## src/rtl/butterfly20_inv.sv

```systemverilog
// Inverse radix-2 butterfly over 16 complex lanes: undoes the +/-4 pairing and -j twiddle, halves, 2-stage valid/ready pipeline.
// Optional macro BUTTERFLY20_INV_SAT_EN: saturate the 13-bit result and report it on ovf_flag (default: two's-complement wrap).
module butterfly20_inv #(
  parameter int DATA_W = 14
) (
  input  logic                     clk,
  input  logic                     rstn,
  input  logic                     in_valid,
  output logic                     in_ready,
  input  logic signed [DATA_W-1:0] in_real [0:15],
  input  logic signed [DATA_W-1:0] in_imag [0:15],
  output logic                     out_valid,
  input  logic                     out_ready,
  output logic signed [DATA_W-2:0] out_real [0:15],
  output logic signed [DATA_W-2:0] out_imag [0:15],
  output logic                     ovf_flag,
  input  logic                     ovf_clr,
  output logic [15:0]              blk_cnt
);

  localparam int SUM_W = DATA_W + 1;
  localparam int OUT_W = DATA_W - 1;
  localparam int LANES = 16;
  localparam logic signed [SUM_W-1:0] OUT_MAX = SUM_W'(2 ** (OUT_W - 1) - 1);
  localparam logic signed [SUM_W-1:0] OUT_MIN = ~OUT_MAX;

  function automatic logic signed [SUM_W-1:0] halve(input logic signed [SUM_W-1:0] v);
    return v >>> 1;
  endfunction

`ifdef BUTTERFLY20_INV_SAT_EN
  function automatic logic out_of_range(input logic signed [SUM_W-1:0] h);
    return (h > OUT_MAX) || (h < OUT_MIN);
  endfunction

  function automatic logic signed [OUT_W-1:0] reduce(input logic signed [SUM_W-1:0] h);
    if (h > OUT_MAX)
      return OUT_MAX[OUT_W-1:0];
    else if (h < OUT_MIN)
      return OUT_MIN[OUT_W-1:0];
    else
      return h[OUT_W-1:0];
  endfunction
`else
  function automatic logic signed [OUT_W-1:0] reduce(input logic signed [SUM_W-1:0] h);
    return h[OUT_W-1:0];
  endfunction
`endif

  logic                    vld_p1, vld_p2;
  logic                    ld_p1, ld_p2, acc_p0;
  logic signed [SUM_W-1:0] sr_p0 [LANES];
  logic signed [SUM_W-1:0] si_p0 [LANES];
  logic signed [SUM_W-1:0] sr_p1 [LANES];
  logic signed [SUM_W-1:0] si_p1 [LANES];
  logic signed [SUM_W-1:0] s_r, s_i, d_r, d_i;

  assign ld_p2     = !vld_p2 || out_ready;
  assign ld_p1     = !vld_p1 || ld_p2;
  assign in_ready  = !vld_p1 || (!out_valid || out_ready);
  assign acc_p0    = in_valid && in_ready;
  assign out_valid = vld_p2;

  // Stage 0: +j twiddle on lanes 2,3 (and 10,11) partners, then 15-bit sum/difference
  always_comb begin
    s_r = '0;
    s_i = '0;
    d_r = '0;
    d_i = '0;
    for (int k = 0; k < LANES; k++) begin
      sr_p0[k] = '0;
      si_p0[k] = '0;
    end
    for (int g = 0; g < LANES; g += 8) begin
      for (int i = 0; i < 4; i++) begin
        s_r = SUM_W'(in_real[g+i]);
        s_i = SUM_W'(in_imag[g+i]);
        if (i >= 2) begin
          d_r = -SUM_W'(in_imag[g+i+4]);
          d_i = SUM_W'(in_real[g+i+4]);
        end else begin
          d_r = SUM_W'(in_real[g+i+4]);
          d_i = SUM_W'(in_imag[g+i+4]);
        end
        sr_p0[g+i]   = s_r + d_r;
        si_p0[g+i]   = s_i + d_i;
        sr_p0[g+i+4] = s_r - d_r;
        si_p0[g+i+4] = s_i - d_i;
      end
    end
  end

  // Stage 1: sum/difference register
  always_ff @(posedge clk or negedge rstn) begin
    if (!rstn)
      vld_p1 <= 1'b0;
    else if (ld_p1)
      vld_p1 <= in_valid;
  end

  always_ff @(posedge clk) begin
    if (acc_p0) begin
      for (int k = 0; k < LANES; k++) begin
        sr_p1[k] <= sr_p0[k];
        si_p1[k] <= si_p0[k];
      end
    end
  end

  // Stage 2: halved, width-reduced output register
  always_ff @(posedge clk or negedge rstn) begin
    if (!rstn) begin
      vld_p2 <= 1'b0;
      for (int k = 0; k < LANES; k++) begin
        out_real[k] <= '0;
        out_imag[k] <= '0;
      end
    end else if (ld_p2) begin
      vld_p2 <= vld_p1;
      if (vld_p1) begin
        for (int k = 0; k < LANES; k++) begin
          out_real[k] <= reduce(halve(sr_p1[k]));
          out_imag[k] <= reduce(halve(si_p1[k]));
        end
      end
    end
  end

  always_ff @(posedge clk or negedge rstn) begin
    if (!rstn)
      blk_cnt <= '0;
    else if (out_valid && out_ready)
      blk_cnt <= blk_cnt + 16'd1;
  end

`ifdef BUTTERFLY20_INV_SAT_EN
  logic ovf_evt;

  always_comb begin
    ovf_evt = 1'b0;
    for (int k = 0; k < LANES; k++) begin
      if (out_of_range(halve(sr_p1[k])) || out_of_range(halve(si_p1[k])))
        ovf_evt = 1'b1;
    end
    ovf_evt = ovf_evt && vld_p1 && ld_p2;
  end

  // Clear wins over a coincident overflow so software never loses a clear
  always_ff @(posedge clk or negedge rstn) begin
    if (!rstn)
      ovf_flag <= 1'b0;
    else if (ovf_clr)
      ovf_flag <= 1'b0;
    else if (ovf_evt)
      ovf_flag <= 1'b1;
  end
`else
  logic unused_ovf_clr;

  assign unused_ovf_clr = ovf_clr;
  assign ovf_flag       = 1'b0;
`endif

endmodule

```

## config.mk

```make
export PLATFORM = sky130hd
export DESIGN_NAME = butterfly20_inv
export DESIGN_NICKNAME = d
export VERILOG_FILES = /design/src/rtl/butterfly20_inv.sv
export SDC_FILE = /design/constraint.sdc
export NUM_CORES = 1
export LEC_CHECK = 0
export ABC_CLOCK_PERIOD_IN_PS = 14800
export CAP_MARGIN = 40
export CELL_PAD_IN_SITES_DETAIL_PLACEMENT = 0
export CELL_PAD_IN_SITES_GLOBAL_PLACEMENT = 1
export CORE_ASPECT_RATIO = 0.75
export CORE_MARGIN = 5
export CORE_UTILIZATION = 42
export CTS_CLUSTER_DIAMETER = 80
export DETAILED_ROUTE_END_ITERATION = 10
export PLACE_DENSITY_LB_ADDON = 0.1
export SLEW_MARGIN = 20
export SYNTH_ARGS = -nofsm -noshare
export SYNTH_HDL_FRONTEND = slang
export SYNTH_SLANG_ARGS = --single-unit
```

## constraint.sdc

```tcl
create_clock -name clk -period 14.8 [get_ports clk]
set_input_delay 2.22 -clock clk [delete_from_list [all_inputs] [get_ports clk]]
set_output_delay 2.22 -clock clk [all_outputs]
set_load 0.02 [all_outputs]
```

==> metrics.md <==
| Metric | Value |
|---|---|
| Hold Path Class | `register to register` |
| Starting Density | `42.3%` |
| Synth unique cells | `83` |
| Clock power frac | `29.1%` |
| Leakage power total | `0.0257 uW` |
| Met3 Wirelength | `9380 um` |
| WP data arrival | `3490 ps` |
| Met2 routed WL | `67500 um` |
| PortBufs | `885` |
| Setup TNS | `0 ps` |
| Drc violations | `0` |
| FF-to-FF setup slack | `11700 ps` |
| Post-synth EDFFs | `416` |
| Die H | `306 um` |
| Final worst path period share | `38.6%` |
| Core Region | `116000 um2` |
| Top-area cell type share of the netlist area | `25.5%` |
| Reg power frac | `39.0%` |
| Netlist Area Pre-Place | `48900 um2` |
| Worst-Skew Late Latency | `680 ps` |
| Critical Path Source | `out_ready` |
| Hpwl dp | `111000 um` |
| DR vias/cell | `5.08` |
| WL met1 | `60400 um` |
| Logic gate share of total power | `31.9%` |
| Worst Reg-to-Reg Cells | `4` |
| Starting DRT DRC Count | `1830` |
| I/O pin cnt | `888` |
| Largest area contributor in the netlist | `edfxtp_1` |
| Internal Pwr Total | `5600 uW` |
| CTS root buf | `clkbuf_16` |
| Vias in the first global route | `33800` |
| Top Metal Used | `met5` |
| Worst Hold Depth | `1` |
| Final WS setup | `9090 ps` |
| Ys Warns | `0` |
| Register area share after synthesis | `47.7%` |
| Routed WL per cell | `21.0 um` |
| Die Width | `404 um` |
| Number of fill cells | `10200` |
| Worst r2r src | `vld_p1` |
| Reg-to-Reg End | `sr_p1[9][12]` |
| Share of cells above drive strength 1 | `11.8%` |
| Core Rows | `108` |
| Die area | `124000 um2` |
| Initial antenna violation count | `42` |
| Max IR drop VDD | `0.0000867 V` |
| Grt ovf | `0` |
| Largest net degree at the start of global routing | `146` |
| Unrepaired setup endpoints after global routing | `no` |
| Fmax | `0.175 GHz` |
| Antenna viol nets, final | `0` |
| Setup violators final | `0` |
| Kind of critical path | `primary input to output pin` |
| Async S/R FF share, synth | `51.1%` |
| Cells after synthesis | `4311` |
| Setup crit end kind | `output pin` |
| Worst endpoint required time | `12580 ps` |
| Clock Skews | `20.6 ps` |
| Minimum clock period | `5710 ps` |
| Fin. Hold Viols | `0` |
| Startpoint types | `primary input` |
| Post-cts hold buffer count | `0` |
| PostCTS Resize Cnt | `0` |
| Ys flop type | `dfrtp_1` |
| CTS sink count | `850` |
| #FFs+latches synth | `850` |
| Overall Global Routing Usage | `22.4%` |
| Synthesized area per cell | `11.4 um2` |
| Worst slew pin tran | `1120 ps` |
| Postcts setup bufs | `0` |
| Commonest cells in the netlist | `434 x dfrtp_1, 417 x mux2_2, 416 x edfxtp_1` |
| WHS | `455 ps` |
| Status | `finished clean` |
| Power Density | `130 nW/um2` |
| Area Overhead vs Synth | `27.9%` |
| First-pass GRT wire length | `212000 um` |
| Slew HR | `25.5%` |
| Sw Ratio | `31.5%` |
| GP Congestion | `0.868` |
| CTS tree | `yes` |
| # nets final | `6033` |
| Most common cell in the netlist | `dfrtp_1` |
| Clock buffer depth | `3` |
| Worst Path Max Fanout | `3` |
| Synth area leaders | `edfxtp_1 26%, dfrtp_1 22%, ha_1 10%` |
| Htree depth | `3` |
| Switching pwr | `2570 uW` |
| Reg clk slew, reported paths | `60 ps` |
| Drt first pass iters | `5` |
| Setup WS pre-CTS | `9050 ps` |
| Max Slew Vio Count | `0` |
| Max-cap viol count | `0` |
| Drt total wl | `143000 um` |
| Setup crit end | `in_ready` |
| Synth Net Count | `5197` |
| Clock buffers created by TritonCTS | `93` |
| Total vias in the final route | `34500` |
==> critical path, stage by stage <==
cell and delay (ps):
clkdlybuf4s50_1 480, nand3b_1 160, clkdlybuf4s50_1 630
==> registers in the layout, summed over array words and instances (netlist names) <==
register and cells:
vld_p1 1, si_p1 208, sr_p1 208, out_imag 208, out_real 208, out_valid 1
blk_cnt 16
==> worst min path at each step <==
stage / from / end
final: si_p1[6][2] / out_imag[118]
after global routing: si_p1[3][7] / out_imag[162]
after CTS: si_p1[6][2] / out_imag[118]
after detailed placement: si_p1[7][13] / out_imag[116]
after global placement: si_p1[11][6] / out_imag[57]
after floorplan: si_p1[8][10] / out_imag[100]
==> power groups by stage <==
stage	logic, uW	clock network, uW	registers (uW)
6_report	2600	2380	3190
5_1_grt	2780	2550	3240
4_1_cts	2630	2450	3190
3_5_place_dp	2620	0	3230
3_3_place_gp	2600	0	3220
2_1_floorplan	1050	0	3590
==> layout make-up <==
type / instances / area [um2] / share of cell area [%]
clock inverters: 53 / 532 / 0.850
clock buffers: 122 / 2580 / 4.12
diodes: 27 / 67.6 / 0.108
well taps: 1540 / 1930 / 3.08
multi-input cells: 2926 / 23500 / 37.6
repair buffers: 905 / 9210 / 14.7
flip-flops and latches: 850 / 23400 / 37.3
inverters: 371 / 1390 / 2.23
==> logic make-up (layout without fill, tap and decap cells) <==
kind of cell / Yosys count / after routing / share of synthesized area, %
and+or+nand+nor: 895 / 895 / 9.31
DFF: 850 / 850 / 47.7
AOI/OAI and AO/OA: 762 / 762 / 10.0
buffers and inverters: 535 / 1451 / 4.24
adders and majority gates: 433 / 433 / 11.6
muxes: 426 / 426 / 9.78
xor gates and xnor gates: 409 / 409 / 7.34
other: 1 / 28 / 0.00766
==> stage by stage <==
step | cell area (um2) | std cells | power, uW | util, %
2_1_floorplan | 48900 | 4311 | 4640 | -
3_3_place_gp | 59200 | 6585 | 5820 | 51.2
3_5_place_dp | 59300 | 6589 | 5850 | 51.3
4_1_cts | 62400 | 6764 | 8270 | 54.0
5_1_grt | 62600 | 6785 | 8580 | 54.1
6_report | 62600 | 6794 | 8170 | 54.1
==> per-layer routing <==
metal / up-vias / global-route usage [%]
li1: 16900 / -
met1: 16600 / 28.3
met2: 769 / 36.6
met3: 212 / 6.72
met4: 24 / 8.56
met5: - / 0
==> cells in the final DEF (no fill, tap or decap), types with 14 or more instances in the layout <==
master / instances
a211oi_1: 24
a21o_1: 41
a21oi_1: 289
a221oi_1: 15
a31oi_1: 29
and2_1: 18
and3_1: 25
clkbuf_1: 18
clkbuf_16: 96
clkdlybuf4s50_1: 884
clkinv_2: 25
dfrtp_1: 434
diode_2: 27
edfxtp_1: 416
fa_1: 32
ha_1: 401
inv_1: 371
mux2_2: 417
nand2_1: 131
nand2b_1: 50
nand3_1: 65
nand4_1: 15
nor2_1: 267
nor2b_1: 73
nor3_1: 100
nor3b_1: 24
nor4_1: 25
o211ai_1: 14
o21a_1: 18
o21ai_0: 105
o21bai_1: 64
o31ai_1: 25
o41ai_1: 24
or3_1: 46
xnor2_1: 279
xor2_1: 129
Power figures use the tool's default switching activity.
